<file path="src/rtl/req_ack_responder.sv">
// Responder side of a level-req / pulsed-ack handshake.
// Accepts a held request, waits a clamped programmable delay, then issues a
// single-cycle ack carrying the captured request ID. Flags an initiator that
// drops req before its ack, and counts issued acks (saturating).
module req_ack_responder #(
  parameter int ID_W      = 4,
  parameter int DLY_W     = 4,
  parameter int MAX_DELAY = 10,
  parameter int CNT_W     = 8
) (
  input  logic             clk,
  input  logic             rst_n,
  input  logic             req,
  input  logic [ID_W-1:0]  req_id,
  input  logic [DLY_W-1:0] delay,
  output logic             ack,
  output logic [ID_W-1:0]  ack_id,
  output logic             busy,
  output logic             proto_err,
  output logic [CNT_W-1:0] ack_count
);

  typedef enum logic [1:0] {
    IDLE    = 2'd0,
    WAIT    = 2'd1,
    ACK     = 2'd2,
    RELEASE = 2'd3
  } state_t;

  localparam logic [DLY_W-1:0] MAX_D   = DLY_W'(MAX_DELAY);
  localparam logic [CNT_W-1:0] CNT_MAX = {CNT_W{1'b1}};

  state_t           state_reg, state_next;
  logic [DLY_W-1:0] cnt_reg, cnt_next;
  logic [ID_W-1:0]  id_reg, id_next;
  logic             perr_next;
  logic [DLY_W-1:0] dly_clamped;

  // Clamp the requested delay so the wait never exceeds MAX_DELAY cycles.
  always_comb begin
    dly_clamped = (delay > MAX_D) ? MAX_D : delay;
  end

  // Next-state logic: wait counter runs down from d; ack state is entered on
  // the edge that ends cycle d so the ack register is high in cycle d+1.
  always_comb begin
    state_next = state_reg;
    cnt_next   = cnt_reg;
    id_next    = id_reg;
    perr_next  = 1'b0;
    case (state_reg)
      IDLE: begin
        if (req) begin
          id_next    = req_id;
          cnt_next   = dly_clamped;
          state_next = (dly_clamped == '0) ? ACK : WAIT;
        end
      end
      WAIT: begin
        if (!req) begin
          perr_next  = 1'b1;
          state_next = IDLE;
        end else if (cnt_reg == DLY_W'(1)) begin
          state_next = ACK;
        end else begin
          cnt_next = cnt_reg - DLY_W'(1);
        end
      end
      ACK: begin
        // The ack has already been issued; only the follow-up differs.
        if (!req) begin
          perr_next  = 1'b1;
          state_next = IDLE;
        end else begin
          state_next = RELEASE;
        end
      end
      RELEASE: begin
        if (!req) state_next = IDLE;
      end
      default: state_next = IDLE;
    endcase
  end

  // State and registered outputs; outputs are derived from the next state so
  // they line up with the state they describe, with no input-to-output path.
  always_ff @(posedge clk) begin
    if (!rst_n) begin
      state_reg <= IDLE;
      cnt_reg   <= '0;
      id_reg    <= '0;
      ack       <= 1'b0;
      ack_id    <= '0;
      busy      <= 1'b0;
      proto_err <= 1'b0;
      ack_count <= '0;
    end else begin
      state_reg <= state_next;
      cnt_reg   <= cnt_next;
      id_reg    <= id_next;
      ack       <= (state_next == ACK);
      ack_id    <= (state_next == ACK) ? id_next : '0;
      busy      <= (state_next != IDLE);
      proto_err <= perr_next;
      if (state_next == ACK && ack_count != CNT_MAX) begin
        ack_count <= ack_count + CNT_W'(1);
      end
    end
  end

endmodule

</file>
<file path="config.mk">
export PLATFORM = sky130hd
export DESIGN_NAME = req_ack_responder
export DESIGN_NICKNAME = d
export VERILOG_FILES = /design/src/rtl/req_ack_responder.sv
export SDC_FILE = /design/constraint.sdc
export NUM_CORES = 1
export LEC_CHECK = 0
export CAP_MARGIN = 25
export CORE_MARGIN = 2
export CORE_UTILIZATION = 35
export CTS_BUF_LIST = sky130_fd_sc_hd__clkbuf_16
export DETAILED_ROUTE_END_ITERATION = 16
export PLACE_DENSITY = 0.57
export SYNTH_ARGS = -nofsm -noshare
export SYNTH_HDL_FRONTEND = slang
export SYNTH_SLANG_ARGS = --single-unit
</file>
<file path="constraint.sdc">
create_clock -name clk -period 2.3 [get_ports clk]
set_input_delay 0.46 -clock clk [delete_from_list [all_inputs] [get_ports clk]]
set_output_delay 0.46 -clock clk [all_outputs]
set_load 0.1 [all_outputs]
</file>
Yosys cells after proc, flatten, opt, wreduce, memory -nomap -nowiden. Index checks and enable logic that the tools add are counted.

Multiplexer cells: 15. Equality and inequality tests: 9. $add $sub $neg: 2. $lt $le $gt $ge: 1. Reduce and logical (&&, ||, !) cells: 9.

Operator list (count): 2-to-1 mux 4 bit (6); 2-to-1 mux 2 bit (6); adder 8 x 1 -> 8 bit (second input constant) (1); inequality test 8 bit (second input constant) (1); one-hot mux 2 bit (4 select lines) (1); one-hot mux 4 bit (2 select lines) (1); == test 2 bit (second input constant) (3); inequality test 2 bit (second input constant) (3); == test 4 x 1 -> 1 bit (second input constant) (1); > comparator 4 bit (second input constant) (1); zero test 4 bit (1); AND reduction 2 bit (2); AND reduction 4 bit (1); nonzero test 2 bit (2); subtractor 4 x 1 -> 4 bit (second input constant) (1); == test 2 x 1 -> 1 bit (second input constant) (1); zero test 2 bit (1); OR reduction 2 bit (1); logical AND 1 bit (1); 2-to-1 mux 1 bit (1).

Logic and storage cells: 44. Flip-flop bits (word level): 25. Output and inout port bits: 15. Input port bits: 11.

Longest topological paths before layout.
Depth in word-level cells: 8. Depth in mapped cells: 9. Gate-level depth less buffers: 7.

Worst setup path before layout. Ideal clock, no wire load.

Path kind: register to register. From: register ack_count[2]. To: register ack_count[7]. Stages on the path, launching flop included: 5. Path slack: -7 ps. Data required time: 2181 ps. Arrival time: 2188 ps. Path buffers: 0. Cells stage by stage: dfxtp_1 and4_1 nand4_1 or3b_2 o221a_2.

Longest elaborated chain between the ends: 2.

RTL lines: start: declaration (line 20) `output logic [CNT_W-1:0] ack_count`; start signal: assignment (line 106) `ack_count <= ack_count + CNT_W'(1);`; parallel branches: the longest is 2 deep, another holds adder 8 x 1 -> 8 bit.

Several ways; the timed one is not identified. A chain may end at the register's enable or synchronous reset.

Worst setup path in the final report.
From: input delay[2]. To: register ack_count[4].

Longest elaborated chain between the ends: 8.

RTL lines: start: declaration (line 15) `input logic [DLY_W-1:0] delay,`; > comparator 4 bit (line 41) `dly_clamped = (delay > MAX_D) ? MAX_D : delay;`; 2-to-1 mux 4 bit * (line 41); zero test 4 bit * (line 56) `state_next = (dly_clamped == '0) ? ACK : WAIT;`; 2-to-1 mux 2 bit * (line 56); 2-to-1 mux 2 bit * (line 53) `if (req) begin`; one-hot mux 2 bit (4 select lines) * (line 51) `case (state_reg)`; == test 2 bit * (line 105) `if (state_next == ACK && ack_count != CNT_MAX) begin`; logical AND 1 bit * (line 105).

Every way passes the cells marked *; elsewhere a longest branch is shown, timed or not.

==> impl_metrics.csv <==
group,metric,value,unit
status,status,"finished clean",
critical_path,criticalPathCategory,"in2reg",
grt,grt_max_degree,22,
timing,maxSlewHeadroom,53.8,%
critical_path,crit_slowest_cell,"or4_4",
clocking,clk_latency,0.26,ns
critical_path,crit_buf_inv,1,
placement,dpl.hpwl,2110,um
timing,skew,0.00314,ns
die,initial_core_util,37.2,%
timing,hold_viol,0,
timing,fmax,451,MHz
placement,io_buffers,25,
cells_and_area,final_cell_mix,"29 x buf_4, 22 x dfxtp_1, 14 x nor2_1, 11 x nand2_1",
synth,ys_warn_count,0,
critical_path,rr_endpoint,"ack_id[0]$_SDFF_PN0_",
flow_run,max_cap_viol_count,0,
die,die_x,64.2,um
placement,place.gp.congestion,0.804,
drt,firstDrtPassIters,4,
synth,synthCells,141,
critical_path,crit_required,2.49,ns
die,fp.dieH,64.2,um
power_and_ir_drop,pwr-share-seq,34.8,%
timing,fin_crit,2.22,ns
placement,dp_cells,218,
cells_and_area,drive_gt1_share,28.2,%
clocking,cts.reportedPaths.clkPinSlew,0.07,ns
synth,avgSynthCellArea,9.01,sq um
cells_and_area,area_growth,35.6,%
grt,antenna_found_initial,0,
synth,yosysSeqAreaShare,39.4,%
critical_path,reg2reg_from,"state_reg[0]$_SDFF_PN0_",
hold_path,hold_end,"ack_count[5]$_SDFFE_PN0P_",
timing,setup_viol,0,
power_and_ir_drop,power_leakage,0.695,nW
timing,post-route-period-util,96.3,%
cells_and_area,layout.nets,196,
hold_path,hold_class,"reg2reg",
grt,gr-usage-all-layers,15.1,%
hold_path,min_path_cells,2,
cells_and_area,max_flop_register,"ack_count",
synth,ys_ff_latch,25,
timing,layout_setup_ws,0.0845,ns
hold_path,hold_start,"ack_count[5]$_SDFFE_PN0P_",
grt,grt_pass1_wl,4920,um
timing,worst_pin_slew,0.692,ns
grt,grt_pass1_vias,1079,
critical_path,cp-end-kind,"flop",
die,io_pins,26,
clocking,cts.sinks,25,
power_and_ir_drop,p_sw_share,37.1,%
drt,detail-route-antenna-nets,0,
drt,wire_per_inst,12.8,um
critical_path,ff2ff_setup_slack,0.16,ns
critical_path,cp_cell_sequence,"clkdlybuf4s50_1, or4_4, nand3_4, o211ai_4, or4_1, a21oi_1",
clocking,clockBufferDepth,2,
synth,synth_nets,159,
drt,drc,0,
power_and_ir_drop,comb_power_share,37.9,%
clocking,ctsHoldBuffers,0,
drt,drtIter0Drc,84,
power_and_ir_drop,p_per_area,859,mW/mm^2
synth,synth_cell_types,39,
critical_path,crit_fanout,11,
critical_path,reg2reg_depth,8,
die,die-area,0.00413,sq mm
cells_and_area,instances_no_fill,223,
power_and_ir_drop,power_frac_clock,27.3,%
power_and_ir_drop,finalPower,0.00148,W
cells_and_area,largest_register_ffs,8,
clocking,cts_buffers,3,
die,core,0.00342,sq mm
clocking,clock-root-buffer,"clkbuf_16",
critical_path,cp-start-kind,"input port",
drt,vias,1134,
power_and_ir_drop,peakVddDrop,344,uV
drt,viasPerCell,5.09,
cells_and_area,antenna_cells,0,
clocking,cts_tree,"yes",
drt,postRouteWirelength,2840,um
power_and_ir_drop,intPower,0.000929,W
power_and_ir_drop,p_switching,0.000549,W
cells_and_area,final_common_cell,"buf_4",
critical_path,worstPathArrival,2.40,ns
synth,synthesis.area,0.00127,sq mm
critical_path,path_delay_family,"simple AND/OR/NAND/NOR gates",
placement,place_ws,-0.268,ns
clocking,htreeDepth,1,
die,num_rows,21,
timing,rsz0062_at_grt,"true",
critical_path,cpPeakStageDelay,0.56,ns
grt,globalRouteOverflowTotal,0,
timing,slew_violations,0,
Yosys cell counts (all sizes together):
library cell | n | area [sq um]
mux2 | 1 | 11.3
o221a | 1 | 11.3
and4 | 1 | 8.76
nor4 | 2 | 12.5
nor2 | 14 | 52.6
o31ai | 4 | 30.0
nand4bb | 1 | 11.3
ha | 7 | 87.6
mux2i | 9 | 90.1
or3 | 1 | 7.51
nand4 | 3 | 25.0
nor2b | 1 | 6.26
a211oi | 2 | 15.0
nor4b | 1 | 8.76
o211ai | 3 | 27.5
or4 | 5 | 41.3
or2 | 1 | 6.26
nor3 | 7 | 35.0
buf | 5 | 40.0
a2bb2oi | 1 | 8.76
dfxtp | 25 | 500
clkbuf | 2 | 17.5
nand3 | 5 | 30.0
and2b | 1 | 8.76
nor3b | 1 | 7.51
inv | 8 | 30.0
nand2b | 1 | 6.26
nand2 | 11 | 41.3
o21ai | 5 | 25.0
or3b | 1 | 8.76
o21a | 1 | 7.51
a21oi | 10 | 50.1
power by group through the flow:
stage	clock network [W]	logic, W	registers [W]
after floorplan	0	0.000253	0.000652
after global placement	0	0.000513	0.000519
after detailed placement	0	0.000521	0.000522
after CTS	0.000420	0.000524	0.000511
after global routing	0.000432	0.000612	0.000521
final	0.000404	0.000560	0.000514
metrics by stage:
stage | hold WS, ns | TNS [ns] | utilization [%] | instance area (sq um)
global route | 0.532 | -0.0258 | 50.4 | 1720
global placement | 0.468 | -2.13 | 46.3 | 1580
detailed placement | 0.482 | -2.54 | 46.3 | 1580
CTS | 0.496 | 0 | 48.8 | 1670
floorplan | 0.459 | 0 | - | 1270
finish | 0.492 | 0 | 50.4 | 1720
worst reg2reg max path: cells and delay by family (launching register included):
kind,cells,cell delay [ns]
fa+ha+maj,1,0.25
simple gates,4,1.00
buf+inv,3,0.39
flops,1,0.37
metal layers:
metal,track usage [%],vias up,wire [um]
met2,25.8,18,1450
met4,3.99,0,19
met5,0,-,0
met3,3.87,2,100
met1,18.8,528,1270
li1,-,586,-
cell families after synthesis:
| group | synth area share (%) |
|---|---|
| DFF | 39.4 |
| muxes | 7.98 |
| adders and majority gates | 6.90 |
| AOI/OAI and AO/OA | 13.8 |
| and+or+nand+nor | 25.0 |
| buffers and inverters | 6.90 |
cell type report:
class / instances / area (sq um)
Clock inverter: 1 / 8.76
Inverter: 8 / 30.0
Sequential cell: 25 / 504
Multi-Input combinational cell: 101 / 726
Tap cell: 46 / 57.6
Timing Repair Buffer: 39 / 320
Clock buffer: 3 / 75.1
Fill cell: 346 / 1690
worst max-delay path by stage:
stage,end,cells after the start,slack (ns),startpoint
floorplan,ack_count[7]$_SDFFE_PN0P_,4,0.007,ack_count[3]$_SDFFE_PN0P_
global placement,ack_count[4]$_SDFFE_PN0P_,6,-0.22,delay[2]
detailed placement,ack_count[3]$_SDFFE_PN0P_,6,-0.27,delay[2]
CTS,ack_count[3]$_SDFFE_PN0P_,6,0.01,delay[2]
global route,ack_count[7]$_SDFFE_PN0P_,9,-0.02,state_reg[0]$_SDFF_PN0_
finish,ack_count[4]$_SDFFE_PN0P_,6,0.08,delay[2]
repair_timing:
item | in CTS | in global routing
setup endpoints to repair | 0 | 11
setup buffers | 0 | 1
gates resized for setup | 0 | 10
No activity file was read; power rests on OpenSTA's default activity.
